### config.mk
export PLATFORM = sky130hd
export DESIGN_NAME = sig_gen_multi_flat
export DESIGN_NICKNAME = d
export VERILOG_FILES = /design/src/rtl/sig_gen_multi_if.sv /design/src/rtl/sig_gen_multi.sv /design/src/flat_wrapper.sv
export SDC_FILE = /design/constraint.sdc
export NUM_CORES = 1
export LEC_CHECK = 0
export ABC_AREA = 1
export BUFFER_PORTS_ARGS = -buffer_cell sky130_fd_sc_hd__buf_2
export CORE_AREA = 2 2 180 182
export CTS_CLUSTER_DIAMETER = 120
export DETAILED_ROUTE_END_ITERATION = 7
export DIE_AREA = 0 0 182 184
export GPL_TIMING_DRIVEN = 0
export PLACE_DENSITY_LB_ADDON = 0.12
export SYNTH_ARGS = -nofsm -noshare
export SYNTH_HDL_FRONTEND = slang
export SYNTH_SLANG_ARGS = --single-unit
### constraint.sdc
create_clock -name sysclk -period 9.35 [get_ports sysclk]
set_input_delay 1.4025 -clock sysclk [delete_from_list [all_inputs] [get_ports sysclk]]
set_output_delay 1.4025 -clock sysclk [all_outputs]
set_load 0.05 [all_outputs]
### src/rtl/sig_gen_multi_if.sv
// rtl/sig_gen_multi_if.sv - configuration write port of the multi-channel signal generator
interface sig_gen_multi_if #(
    parameter int CHANNELS = 2,
    parameter int CNT_W    = 21
);
    localparam int CHAN_W = (CHANNELS > 1) ? $clog2(CHANNELS) : 1;

    logic              cfg_valid;
    logic              cfg_ready;
    logic [CHAN_W-1:0] cfg_chan;
    logic [CNT_W-1:0]  cfg_period;
    logic [CNT_W-1:0]  cfg_high;
    logic              cfg_enable;

    modport master (
        output cfg_valid,
        output cfg_chan,
        output cfg_period,
        output cfg_high,
        output cfg_enable,
        input  cfg_ready
    );

    modport slave (
        input  cfg_valid,
        input  cfg_chan,
        input  cfg_period,
        input  cfg_high,
        input  cfg_enable,
        output cfg_ready
    );
endinterface

### src/rtl/sig_gen_multi.sv
// rtl/sig_gen_multi.sv - CHANNELS independent PWM/square outputs with shadowed, boundary-applied config
module sig_gen_multi #(
    parameter int CHANNELS   = 2,
    parameter int CNT_W      = 21,
    parameter int RST_PERIOD = 32000,
    parameter int RST_HIGH   = 16000,
    parameter bit RST_EN     = 1'b1
) (
    input  logic                sysclk,
    input  logic                reset,
    sig_gen_multi_if.slave      cfg,
    output logic [CHANNELS-1:0] sig_out,
    output logic [CHANNELS-1:0] period_tick
);
    localparam int               CHAN_W    = (CHANNELS > 1) ? $clog2(CHANNELS) : 1;
    localparam logic [CNT_W-1:0] RST_PER_V = CNT_W'(RST_PERIOD);
    localparam logic [CNT_W-1:0] RST_HI_V  = CNT_W'(RST_HIGH);
    localparam logic [CNT_W-1:0] MIN_PER   = CNT_W'(2);
    localparam logic [CNT_W-1:0] ONE       = CNT_W'(1);

    logic [CNT_W-1:0]    cfg_per_c;
    logic [CNT_W-1:0]    cfg_high_c;
    logic [CHANNELS-1:0] pend_q;

    // Clamp once at the port; every channel sees the same sanitised write.
    always_comb begin
        cfg_per_c  = (cfg.cfg_period < MIN_PER) ? MIN_PER : cfg.cfg_period;
        cfg_high_c = (cfg.cfg_high > cfg_per_c) ? cfg_per_c : cfg.cfg_high;
    end

    // Out-of-range channel numbers are always ready so the write is consumed and dropped.
    always_comb begin
        cfg.cfg_ready = 1'b1;
        for (int i = 0; i < CHANNELS; i++) begin
            if (cfg.cfg_chan == CHAN_W'(i)) begin
                cfg.cfg_ready = ~pend_q[i];
            end
        end
    end

    for (genvar g = 0; g < CHANNELS; g++) begin : g_ch
        logic [CNT_W-1:0] per_q;
        logic [CNT_W-1:0] high_q;
        logic             en_q;
        logic [CNT_W-1:0] per_s;
        logic [CNT_W-1:0] high_s;
        logic             en_s;
        logic             pend_bit_q;
        logic [CNT_W-1:0] cnt_q;
        logic             sig_q;
        logic             tick_q;

        logic             acc;
        logic             wrap;
        logic             apply;
        logic [CNT_W-1:0] cand_per;
        logic [CNT_W-1:0] cand_high;
        logic             cand_en;
        logic [CNT_W-1:0] per_d;
        logic [CNT_W-1:0] high_d;
        logic             en_d;
        logic [CNT_W-1:0] per_sd;
        logic [CNT_W-1:0] high_sd;
        logic             en_sd;
        logic             pend_d;
        logic [CNT_W-1:0] cnt_d;
        logic             sig_d;
        logic             tick_d;

        always_comb begin
            acc       = cfg.cfg_valid && (cfg.cfg_chan == CHAN_W'(g)) && !pend_bit_q;
            wrap      = en_q && (cnt_q == (per_q - ONE));
            // A fresh write bypasses the shadow so it can land on this very edge.
            cand_per  = acc ? cfg_per_c  : per_s;
            cand_high = acc ? cfg_high_c : high_s;
            cand_en   = acc ? cfg.cfg_enable : en_s;
            apply     = (acc || pend_bit_q) && (!en_q || !cand_en || wrap);

            per_d   = per_q;
            high_d  = high_q;
            en_d    = en_q;
            per_sd  = per_s;
            high_sd = high_s;
            en_sd   = en_s;
            pend_d  = pend_bit_q;
            cnt_d   = cnt_q;

            if (apply) begin
                per_d   = cand_per;
                high_d  = cand_high;
                en_d    = cand_en;
                per_sd  = cand_per;
                high_sd = cand_high;
                en_sd   = cand_en;
                pend_d  = 1'b0;
                cnt_d   = '0;
            end else begin
                if (acc) begin
                    per_sd  = cand_per;
                    high_sd = cand_high;
                    en_sd   = cand_en;
                    pend_d  = 1'b1;
                end
                if (!en_q || wrap) begin
                    cnt_d = '0;
                end else begin
                    cnt_d = cnt_q + ONE;
                end
            end

            // Outputs are computed from post-edge state so they line up with cnt_q.
            sig_d  = en_d && (cnt_d < high_d);
            tick_d = en_d && (cnt_d == '0) && (wrap || apply);
        end

        always_ff @(posedge sysclk or posedge reset) begin
            if (reset) begin
                per_q      <= RST_PER_V;
                high_q     <= RST_HI_V;
                en_q       <= RST_EN;
                per_s      <= RST_PER_V;
                high_s     <= RST_HI_V;
                en_s       <= RST_EN;
                pend_bit_q <= 1'b0;
                cnt_q      <= RST_PER_V - ONE;
                sig_q      <= 1'b0;
                tick_q     <= 1'b0;
            end else begin
                per_q      <= per_d;
                high_q     <= high_d;
                en_q       <= en_d;
                per_s      <= per_sd;
                high_s     <= high_sd;
                en_s       <= en_sd;
                pend_bit_q <= pend_d;
                cnt_q      <= cnt_d;
                sig_q      <= sig_d;
                tick_q     <= tick_d;
            end
        end

        assign pend_q[g]      = pend_bit_q;
        assign sig_out[g]     = sig_q;
        assign period_tick[g] = tick_q;
    end
endmodule

### src/flat_wrapper.sv
// flat-port wrapper written by rule: the top's interface ports become plain ports
module sig_gen_multi_flat 
#(
    parameter int CHANNELS   = 2,
    parameter int CNT_W      = 21,
    parameter int RST_PERIOD = 32000,
    parameter int RST_HIGH   = 16000,
    parameter bit RST_EN     = 1'b1
)
  (sysclk, reset, sig_out, period_tick, cfg_cfg_valid, cfg_cfg_chan, cfg_cfg_period, cfg_cfg_high, cfg_cfg_enable, cfg_cfg_ready);
  sig_gen_multi_if #(.CHANNELS(CHANNELS), .CNT_W(CNT_W)) cfg_i ();
  input  logic sysclk;
  input  logic reset;
  output logic [CHANNELS-1:0] sig_out;
  output logic [CHANNELS-1:0] period_tick;
  input wire logic [$bits(cfg_i.cfg_valid)-1:0] cfg_cfg_valid;
  input wire logic [$bits(cfg_i.cfg_chan)-1:0] cfg_cfg_chan;
  input wire logic [$bits(cfg_i.cfg_period)-1:0] cfg_cfg_period;
  input wire logic [$bits(cfg_i.cfg_high)-1:0] cfg_cfg_high;
  input wire logic [$bits(cfg_i.cfg_enable)-1:0] cfg_cfg_enable;
  output wire logic [$bits(cfg_i.cfg_ready)-1:0] cfg_cfg_ready;
  assign cfg_i.cfg_valid = cfg_cfg_valid;
  assign cfg_i.cfg_chan = cfg_cfg_chan;
  assign cfg_i.cfg_period = cfg_cfg_period;
  assign cfg_i.cfg_high = cfg_cfg_high;
  assign cfg_i.cfg_enable = cfg_cfg_enable;
  assign cfg_cfg_ready = cfg_i.cfg_ready;
  sig_gen_multi #(.CHANNELS(CHANNELS), .CNT_W(CNT_W), .RST_PERIOD(RST_PERIOD), .RST_HIGH(RST_HIGH), .RST_EN(RST_EN)) u_core (.sysclk(sysclk), .reset(reset), .cfg(cfg_i), .sig_out(sig_out), .period_tick(period_tick));
endmodule
==> results of run 1 <==
[worst register-to-register path, stage by stage, from the launching register on]
cell	delay (ns)
dfrtp_1	0.38
inv_1	0.13
ha_1	0.28
nand3_4	0.15
nor2_8	0.19
nand3_1	0.10
nand2_1	0.07
nand2_1	0.09
nor2_1	0.10
nor2_1	0.04
nand2_1	0.06
nor2_1	0.04
nand2_2	0.14
nand3_2	0.14
nand2_4	0.16
inv_2	0.06
buf_6	0.14
buf_2	0.21
a211oi_1	0.43
ha_1	0.22
nand2_1	0.06
or3_1	0.39
a31o_2	0.22
o2111ai_1	0.07
a21oi_1	0.08
[per-stage QoR]
stage               utilization [%]  cells  power, uW
CTS                           45.03   2035       3585
finish                        45.03   2035       3552
global placement              42.08   1986       2497
floorplan                         -   1533       2204
detailed placement            42.19   1987       2516
global route                  45.03   2035       3806
[cells in the final DEF (no fill, tap or decap), types with 6 or more instances in the layout]
cell | Yosys | layout
inv_2 | 15 | 15
or2_2 | 38 | 38
nor3_2 | 6 | 6
o21ai_0 | 136 | 136
dfrtp_1 | 142 | 142
ha_1 | 65 | 65
a21oi_1 | 52 | 52
o21ai_2 | 30 | 30
buf_2 | 6 | 57
nor2_1 | 145 | 145
o21ai_1 | 7 | 7
clkbuf_16 | 0 | 26
nor2_2 | 12 | 12
nand4_1 | 17 | 17
xnor2_1 | 21 | 21
buf_4 | 9 | 9
inv_1 | 158 | 157
buf_6 | 7 | 7
nand3b_1 | 12 | 12
dfstp_2 | 78 | 78
a211oi_1 | 7 | 7
xor2_1 | 21 | 21
nor3_1 | 21 | 21
nand2_1 | 389 | 389
clkbuf_1 | 20 | 26
nand3_1 | 60 | 60
[worst paths after layout]
check | to | startpoint
worst max-delay path | u_core.g_ch[0].sig_q$_DFF_PP0_ | cfg_cfg_period[14]
worst min-delay path | u_core.g_ch[0].per_s[4]$_DFFE_PP0P_ | u_core.g_ch[0].per_s[4]$_DFFE_PP0P_
worst max register to register | u_core.g_ch[0].sig_q$_DFF_PP0_ | u_core.g_ch[0].per_q[0]$_DFFE_PP0P_
worst min register to register | u_core.g_ch[0].per_s[4]$_DFFE_PP0P_ | u_core.g_ch[0].per_s[4]$_DFFE_PP0P_
max in group asynchronous | u_core.g_ch[0].per_q[9]$_DFFE_PP0P_ | reset
min in group asynchronous | u_core.g_ch[1].pend_bit_q$_DFFE_PP0P_ | reset
[per-layer routing]
metal	vias up	GRT usage [%]	routed length (um)
li1	5116	-	-
met1	4776	32.67	17710
met2	241	32.08	14870
met3	33	3.209	2031
met4	0	3.452	487
met5	-	0	0
[where the power goes]
group / total [uW] / internal, uW / switching [uW]
sequential: 1360 / 1220 / 141
combinational: 1140 / 412 / 726
clock: 1050 / 636 / 416
total: 3550 / 2270 / 1280
[kinds of logic (layout without fill, tap and decap cells)]
kind of cell | Yosys count | in the layout | synth area share (%)
simple gates | 741 | 741 | 26.64
fa+ha+maj | 65 | 65 | 6.532
compound gates | 245 | 245 | 11.20
xor+xnor | 43 | 43 | 3.135
flops | 220 | 220 | 45.00
buf+inv | 219 | 319 | 7.487
[area by class of cell]
type                       instances  area (um2)  share of cell area [%]
buffer                            45       276.5                   1.956
clock buffer                      37       742.0                   5.249
timing repair buffer              52       282.8                   2.000
sequential                       220        5603                   39.64
inverter                         174       663.1                   4.691
clock inverter                    11       150.1                   1.062
tap                              402       503.0                   3.558
multi-input combinational       1094        5916                   41.85
[sequential cells by signal (all words and copies together) (netlist names)]
register,flops
u_core.g_ch.en_q,2
u_core.g_ch.high_q,42
u_core.g_ch.en_s,2
u_core.g_ch.pend_bit_q,2
u_core.g_ch.high_s,42
u_core.g_ch.cnt_q,42
u_core.g_ch.sig_q,2
u_core.g_ch.per_s,42
u_core.g_ch.tick_q,2
u_core.g_ch.per_q,42
==> results.md, run 1 <==
- Worst hold path class: reg2reg
- Synth Cell Area: roughly 12000 um2
- Syn avg cell area: slightly above 8 um2
- Largest net degree at the start of global routing: 121
- Yosys reg bits: 220
- Row count: 65
- Hold path depth: 2
- Area growth syn-to-layout: 13.54%
- CP max stage cell: a21oi_1
- Final worst setup slack: just under 4 ns
- Syn. warnings: 0
- Max-slew headroom: 50.87%
- Residual DRC: 0
- Crit path max-delay family: simple AND/OR/NAND/NOR gates
- Initial antenna violation count: 0
- Post-DRT Antenna Nets: 0
- Post-synthesis cell count: 1533
- Cell mode on critical path: nor2_1
- Setup Fix Bufs, Post-CTS: 0
- Final Hold Fails: 0
- Mapped Nets: 1645
- Top cells by count, synth: 389 x nand2_1, 158 x inv_1, 145 x nor2_1, 142 x dfrtp_1, 136 x o21ai_0
- Vias in the first global route: 9655
- Placed cell area: around 13000 um2
- Die Ht: between 150 and 200 um
- Top cell type's share of synthesized area: 28.54%
- RSZ-0062 raised after global routing: false
- Pre-CTS setup slack: approximately 3.5 ns
- Post-synthesis sequential area ratio: a little under half
- Filler cells: 3157
- Post-route setup TNS: 0 ns
- Max Cap Viol: 0
- Part of the cycle the worst path needs: 58.20%
- Clk sink count: 220
- Antenna cells: 0
- Layout cells sized above 1: around a fifth
- Dpl hpwl: 27290 um
- Arrival time worst endpoint: 5.90 ns
- CP Capture Type: register
- Root Driver: clkbuf_16
- Crit path buf inv count: 3
- Max clock buf depth: 3
- First-pass GRT wire length: roughly 55000 um
- Crit path time final: ~5.4 ns
- Core footprint: about 31000 um2
- Setup Skew: 0.01618 ns
- CP peak stage delay: 0.54 ns
- Resized Gates After CTS: 0
- CP Cell Sequence: buf_2 -> inv_1 -> nand4_1 -> nor3_1 -> nand2_1 -> nor2_1 -> nor2_1 -> ha_1 -> nand3_1 -> nor4_1 -> nand3_1 -> nand2_1 -> clkbuf_1 -> nor2_1 -> a21oi_1 -> o21ai_0 -> o21ai_2 -> ha_1 -> nand2_1 -> nor2_1 -> nor2_1 -> a31o_2 -> o2111ai_1 -> a21oi_1
- Routability Congestion: 0.9160
- Clk slew on worst S/H paths: 0.06 ns
- CP Data Required Time: 9.80 ns
- Leading area contributor after synthesis: dfrtp_1
- Vias: 10.17k
- Worst Reg-to-Reg Cells: 24
- H-tree depth: 1
- R2R setup slack: 5.29 ns
- Starting Density: 39.66%
- CP Max Fanout: 10
- Slew @ Worst Pin: 0.7369 ns
- Hold buffer count at cts: 0
- Status: finished clean
- Async set or reset register ratio after synthesis: 100.0%
- WL final: 35100 um
- Synth top area cells: dfrtp_1 29%, dfstp_2 16%, nand2_1 12%
- Dominant synthesized flop cell: dfrtp_1
- Worst Path Class, Setup: in2reg
- Final Max Tran Viols: 0
- LEAKAGE: ~0.0067 uW
- Inserted Clock Buffers: 26
- Gr usage total: 21.28%
- Die area: 33490 um2
- Worst-skew pair later-pin latency: between 0.5 and 0.6 ns
- NumNets Final: 1725
- Post-route cell area: 14140 um2
- Post-synth EDFFs: 0
- Number of distinct library cells after synthesis: 53
- Final Setup Violations: 0
- Grt total ovfl: 0
- CP Launch Type: input pin
- PwrDens: between 200 and 300 nW/um2
- Initial DRT Pass Iterations: 6
- DR vias/cell: around 5
- Hold WS: roughly 0.5 ns
- DRT iter0 DRCs: 820
- F_max: 0.1838 GHz
- Stages on worst setup path: 24
- Most frequent cell after synthesis: nand2_1
- I/O Pins: 52
- IO Port Bufs: 51
- VDD IR max: 0.1255 mV
- Die width: 182 um
- CTS tree: yes
- DR WL/cell: 17.25 um
(Power assumes the default switching activity.)
==> run 2, diff against run 1 <==
clock period = 5.1 ns   (was 9.35 ns; I/O delays follow)
==> run 2 against run 1 <==
Sequential power increased by 84%; largest power group unchanged; critical path type unchanged; critical path depth increased by 1; flip-flop and latch count stayed put.
==> results.md, run 2 (synthesis results as in run 1) <==
- Vias: 10.21k (+0.38%)
- Max Cap Viol: 0 (unchanged)
- Max-slew headroom: 47.96% (-2.9 points)
- Worst-skew pair later-pin latency: 0.52 ns (-0.02 ns)
- CP Data Required Time: 5.54 ns (-4.26 ns)
- Hold WS: 0.3623 ns (-0.1374 ns)
- Final Hold Fails: 0 (unchanged)
- Die Ht: 184 um (unchanged)
- Initial DRT Pass Iterations: 7 (+1)
- Clk sink count: 220 (unchanged)
- Arrival time worst endpoint: 5.15 ns (-0.75 ns)
- Post-DRT Antenna Nets: 0 (unchanged)
- LEAKAGE: 0.006684 uW (+0.20%)
- Root Driver: clkbuf_16
- DR vias/cell: 5.010 (+0.29%)
- Gr usage total: 21.34% (+0.059 points)
- Dpl hpwl: 27650 um (+1.3%)
- Crit path time final: 4.709 ns
- Die width: 182 um (unchanged)
- CP Max Fanout: 10 (unchanged)
- Row count: 65 (unchanged)
- VDD IR max: 0.2436 mV (+94%)
- WL final: 34910 um (-0.54%)
- Largest net degree at the start of global routing: 42 (-65%)
- Clk slew on worst S/H paths: 0.06 ns (about the same)
- Grt total ovfl: 0 (unchanged)
- Worst Reg-to-Reg Cells: 22 (-8.3%)
- Core Util, Final: 45.05% (about the same)
- Status: finished clean
- Core footprint: 31390 um2 (unchanged)
- Initial antenna violation count: 0 (unchanged)
- Residual DRC: 0 (unchanged)
- Routability Congestion: 0.8890 (-2.9%)
- Total power: 6400 uW (+80%)
- RSZ-0062 raised after global routing: false
- Setup Fix Bufs, Post-CTS: 0 (unchanged)
- First-pass GRT wire length: 55270 um (+0.54%)
- Setup Skew: 0.008740 ns (-0.007439 ns)
- Max clock buf depth: 3 (unchanged)
- Layout cells sized above 1: 20.07% (+0.42 points)
- CTS tree: yes
- Commonest non-fill, non-tap cell in the layout: nand2_1
- Worst hold path class: in2async
- NumNets Final: 1728 (+0.17%)
- H-tree depth: 1 (unchanged)
- Pre-CTS setup slack: -0.03431 ns (-3.536 ns)
- Inserted Clock Buffers: 25 (-3.8%)
- Area growth syn-to-layout: 13.60% (about the same)
- Part of the cycle the worst path needs: between 90 and 100%
- Final Max Tran Viols: 0 (unchanged)
- IO Port Bufs: 51 (unchanged)
- I/O Pins: 52 (unchanged)
- Vias in the first global route: 9846 (+2.0%)
- DRT iter0 DRCs: 716 (-13%)
- Worst Path Class, Setup: in2reg
- F_max: roughly 0.21 GHz
- DR WL/cell: 17.14 um (-0.64%)
- Post-route setup TNS: 0 ns (unchanged)
- Reg-to-Reg End: u_core.g_ch[1].sig_q$_DFF_PP0_
- Worst reg2reg startpoint: u_core.g_ch[1].per_q[0]$_DFFE_PP0P_
- Die area: 33490 um2 (unchanged)
- Starting Density: 39.66% (unchanged)
- PwrDens: 452.5 nW/um2 (+80%)
- Final Setup Violations: 0 (unchanged)
- Final worst setup slack: 0.3909 ns (-3.517 ns)
- CP Launch Type: input pin
- CP Capture Type: register
- Commonest non-fill, non-tap cells in the layout: 389 x nand2_1, 157 x inv_1, 145 x nor2_1
- Slew @ Worst Pin: 0.7746 ns (+0.03770 ns)
- R2R setup slack: 0.96 ns (-4.33 ns)
## run 2: worst max path at each step
stage | end | start | slack (ns) | cells after the start
global route | u_core.g_ch[1].sig_q$_DFF_PP0_ | cfg_cfg_period[13] | 0.001 | 27
CTS | u_core.g_ch[0].sig_q$_DFF_PP0_ | cfg_cfg_period[13] | 0.50 | 24
global placement | u_core.g_ch[0].high_q[0]$_DFF_PP0_ | reset | -0.03 | 2
floorplan | u_core.g_ch[0].sig_q$_DFF_PP0_ | cfg_cfg_period[5] | 1.17 | 22
finish | u_core.g_ch[0].sig_q$_DFF_PP0_ | cfg_cfg_period[13] | 0.39 | 25
detailed placement | u_core.g_ch[0].sig_q$_DFF_PP0_ | cfg_cfg_period[13] | -0.03 | 24
## run 2: per-layer routing
layer | track usage [%] | wire length [um] | up-vias
li1 | - | - | 5120
met2 | 31.85 | 14670 | 252
met4 | 4.290 | 566 | 0
met5 | 0 | 0 | -
met1 | 32.37 | 17540 | 4796
met3 | 3.704 | 2137 | 37
## run 2: layout make-up
class	count	area, um2
sequential	220	5603
multi-input combinational	1094	5919
antenna	1	2.502
clock inverter	12	116.4
clock buffer	33	705.7
buffer	45	279.0
timing repair buffer	56	355.3
fill	3127	17250
inverter	174	659.4
tap	402	503.0
## run 2: where the power goes
part	leakage, uW	switching, uW	internal (uW)
Combinational	0.00369	1330	761
Sequential	0.00258	261	2240
Clock	0.000411	735	1070
## run 2: repair_timing
action                     CTS  global route
gates resized for setup      0             7
hold buffers                 0             0
setup endpoints to repair    0             2
## run 2: critical path, cell delays in order
cell and delay, ns:
buf_2 0.10, inv_1 0.27, nand4_1 0.14, nor3_1 0.16, nand2_1 0.07, nor2_1 0.14
nor2_1 0.17, ha_1 0.34, nand2_1 0.06, nor3_1 0.17, o21ai_0 0.10, nand3_1 0.15
nand2_1 0.10, buf_2 0.21, buf_2 0.22, a21oi_1 0.53, o21ai_0 0.31, o21ai_2 0.24
ha_1 0.26, nand2_1 0.11, nor2_1 0.05, nor2_1 0.09, a31o_2 0.15, o2111ai_1 0.09
a21oi_1 0.15
## run 2: stage by stage
step                area (um2)  instances
floorplan                12450       1533
detailed placement       13310       1991
CTS                      14130       2036
global route             14140       2036
global placement         13210       1986
finish                   14140       2037
==> run 3, diff against run 2 <==
ABC_AREA = default   (was 1)
==> run 3 against run 2 <==
Register-to-register slack got worse by 0.80 ns; first-iteration DRC count is 25% lower; die area unchanged; critical path type is now reg2reg; largest cell class unchanged.
==> results.md, run 3 <==
- Part of the cycle the worst path needs: 96.82% (+4.5 points)
- Post-synthesis cell count: 1195 (-22%)
- Top cell type's share of synthesized area: 28.62% (+0.081 points)
- CTS tree: yes
- Die area: 33490 um2 (unchanged)
- VDD IR max: 0.2585 mV (+6.1%)
- CP peak stage delay: 0.57 ns (+0.04 ns)
- Post-synth EDFFs: 0 (unchanged)
- Worst Path Class, Setup: reg2reg
- Die width: 182 um (unchanged)
- Most frequent cell after synthesis: dfrtp_1
- Commonest non-fill, non-tap cells in the layout: 140 x dfrtp_1, 118 x nand2_1, 85 x o21ai_0
- CP Max Fanout: 10 (unchanged)
- Area growth syn-to-layout: 18.68%
- Yosys reg bits: 220 (unchanged)
- Starting Density: 39.55% (-0.11 points)
- Clk sink count: 220 (unchanged)
- LEAKAGE: 0.006647 uW (-0.56%)
- Final Hold Fails: 0 (unchanged)
- First-pass GRT wire length: 54130 um (-2.1%)
- Vias in the first global route: 9140 (-7.2%)
- Top cells by count, synth: 142 x dfrtp_1, 119 x nand2_1, 101 x o21ai_0, 78 x dfstp_2, 69 x nor2_1
- I/O Pins: 52 (unchanged)
- Core Util, Final: 46.94% (+1.9 points)
- Commonest non-fill, non-tap cell in the layout: dfrtp_1
- Max Cap Viol: 0 (unchanged)
- Status: finished clean
- F_max: 0.2025 GHz (-4.6%)
- Initial antenna violation count: 0 (unchanged)
- Core footprint: 31390 um2 (unchanged)
- Mapped Nets: 1307 (-21%)
- Initial DRT Pass Iterations: 5 (-2)
- Layout cells sized above 1: 25.51% (+5.4 points)
- Final Setup Violations: 0 (unchanged)
- PwrDens: 503.5 nW/um2 (+11%)
- Root Driver: clkbuf_16
- DR vias/cell: 5.447 (+8.7%)
- NumNets Final: 1410 (-18%)
- Post-route setup TNS: 0 ns (unchanged)
- CP Capture Type: register
- Dominant synthesized flop cell: dfrtp_1
- Arrival time worst endpoint: 5.34 ns (+0.19 ns)
- Inserted Clock Buffers: 25 (unchanged)
- Slew @ Worst Pin: 0.6132 ns (-0.1615 ns)
- Vias: 9364 (-8.2%)
- Post-DRT Antenna Nets: 0 (unchanged)
- Hold WS: 0.2752 ns (-0.08706 ns)
- Synth Cell Area: 12420 um2 (-0.28%)
- Syn avg cell area: 10.39 um2 (+28%)
- Worst-skew pair later-pin latency: 0.53 ns (about the same)
- IO Port Bufs: 51 (unchanged)
- Die Ht: 184 um (unchanged)
- Number of distinct library cells after synthesis: 72 (+36%)
- Antenna cells: 0 (-1)
- Max-slew headroom: 59.12% (+11 points)
- WL final: 35270 um (+1.0%)
- Grt total ovfl: 0 (unchanged)
- Residual DRC: 0 (unchanged)
- Final worst setup slack: 0.1621 ns (-0.2288 ns)
- Largest net degree at the start of global routing: 42 (unchanged)
- Final Max Tran Viols: 0 (unchanged)
- Crit path time final: 4.938 ns (+0.2288 ns)
- Setup Skew: 0.01509 ns (+0.006351 ns)
- DR WL/cell: 20.52 um (+20%)
- DRT iter0 DRCs: 539 (-25%)
- Async set or reset register ratio after synthesis: 100.0% (unchanged)
- Post-synthesis sequential area ratio: 45.13% (+0.13 points)
- CP Data Required Time: 5.50 ns (-0.04 ns)
- H-tree depth: 1 (unchanged)
- Syn. warnings: 0 (unchanged)
- Routability Congestion: 0.8588 (-3.4%)
- Gr usage total: 20.95% (-0.39 points)
- Cell mode on critical path: a21o_1
- Clk slew on worst S/H paths: 0.06 ns (about the same)
- Synth top area cells: dfrtp_1 29%, dfstp_2 17%, ha_1 6.6%
- Pre-CTS setup slack: -1.507 ns (-1.473 ns)
- Row count: 65 (unchanged)
- Worst hold path class: in2async
- CP max stage cell: or4_4
- Leading area contributor after synthesis: dfrtp_1
- CP Cell Sequence: buf_2 -> or4_4 -> or3_1 -> a211o_1 -> a221oi_2 -> nand4_1 -> o211ai_2 -> nand2_4 -> clkbuf_4 -> mux2i_1 -> ha_1 -> a21o_1 -> a21o_1 -> a21o_1 -> a21o_1 -> a21o_1 -> a211oi_1 -> o41ai_1 -> a31oi_1
- Dpl hpwl: 27400 um (-0.91%)
- Max clock buf depth: 3 (unchanged)
- CP Launch Type: register
run 3: worst paths after layout:
check / start / end / slack (ns) / depth (start not counted)
worst max-delay path: u_core.g_ch[0].per_q[11]$_DFFE_PP1P_ / u_core.g_ch[0].sig_q$_DFF_PP0_ / 0.16 / 19
worst min-delay path: reset / u_core.g_ch[0].per_q[1]$_DFFE_PP0P_ / 0.28 / 2
worst max register to register: u_core.g_ch[0].per_q[11]$_DFFE_PP1P_ / u_core.g_ch[0].sig_q$_DFF_PP0_ / 0.16 / 19
worst min register to register: u_core.g_ch[1].high_q[3]$_DFF_PP0_ / u_core.g_ch[1].high_q[3]$_DFF_PP0_ / 0.48 / 1
max in group asynchronous: reset / u_core.g_ch[1].high_s[10]$_DFFE_PP1P_ / 3.72 / 5
min in group sysclk: u_core.g_ch[1].high_q[3]$_DFF_PP0_ / u_core.g_ch[1].high_q[3]$_DFF_PP0_ / 0.48 / 1
run 3: layer usage:
metal  up-vias  track usage [%]  share of wire (%)
li1       4506                -                  -
met1      4603            27.68                 46
met2       187            35.79                 48
met3        68            2.377                3.1
met4         0            7.161                3.6
met5         -                0                  0
run 3: critical path, delay by kind of cell, from the launching register on:
family / cells / cell delay (ns)
buffers and inverters: 2 / 0.43
DFF: 1 / 0.36
muxes: 1 / 0.17
AOI/OAI and AO/OA: 11 / 2.36
adders and majority gates: 1 / 0.20
and+or+nand+nor: 4 / 1.30
run 3: cells by family (layout without fill, tap and decap cells):
group                    Yosys count  after routing  synth area share (%)
AND/OR/NAND/NOR                  372            372                 15.04
AO/OA/AOI/OAI                    227            227                 11.15
flip-flops                       220            220                 45.13
multiplexers                     129            129                 12.47
buffers and inverters             96            218                 3.608
XOR/XNOR                          86             86                 6.067
adder cells (fa/ha/maj)           65             65                 6.550
run 3: area by class of cell:
cell class	instances	area, um2
tap	402	503.0
inverter	42	161.4
multi-input combinational	879	6685
clock inverter	14	166.4
sequential	220	5605
clock buffer	32	701.9
buffer	51	329.1
fill	2928	16660
timing repair buffer	79	583.1
run 3: per-stage QoR:
stage	cell area, um2	cells	power [uW]
3_5_place_dp	13300	1654	5241
2_1_floorplan	12420	1195	4533
3_3_place_gp	13180	1648	5177
4_1_cts	14340	1706	7258
5_1_grt	14740	1719	7878
6_report	14740	1719	7419
run 3: timing repair:
item | 4_1_cts | 5_1_grt
setup endpoints to repair | 2 | 2
hold buffers | 0 | 0
gates cloned | 0 | 1
resized for setup | 36 | 76
buffers inserted | 7 | 14
pin swaps | 6 | 12
run 3: power by group:
part	switching [uW]	internal [uW]	leakage, uW
Sequential	443	2370	0.00260
Combinational	1450	1270	0.00362
Clock	761	1130	0.000430
Total	2650	4770	0.00665
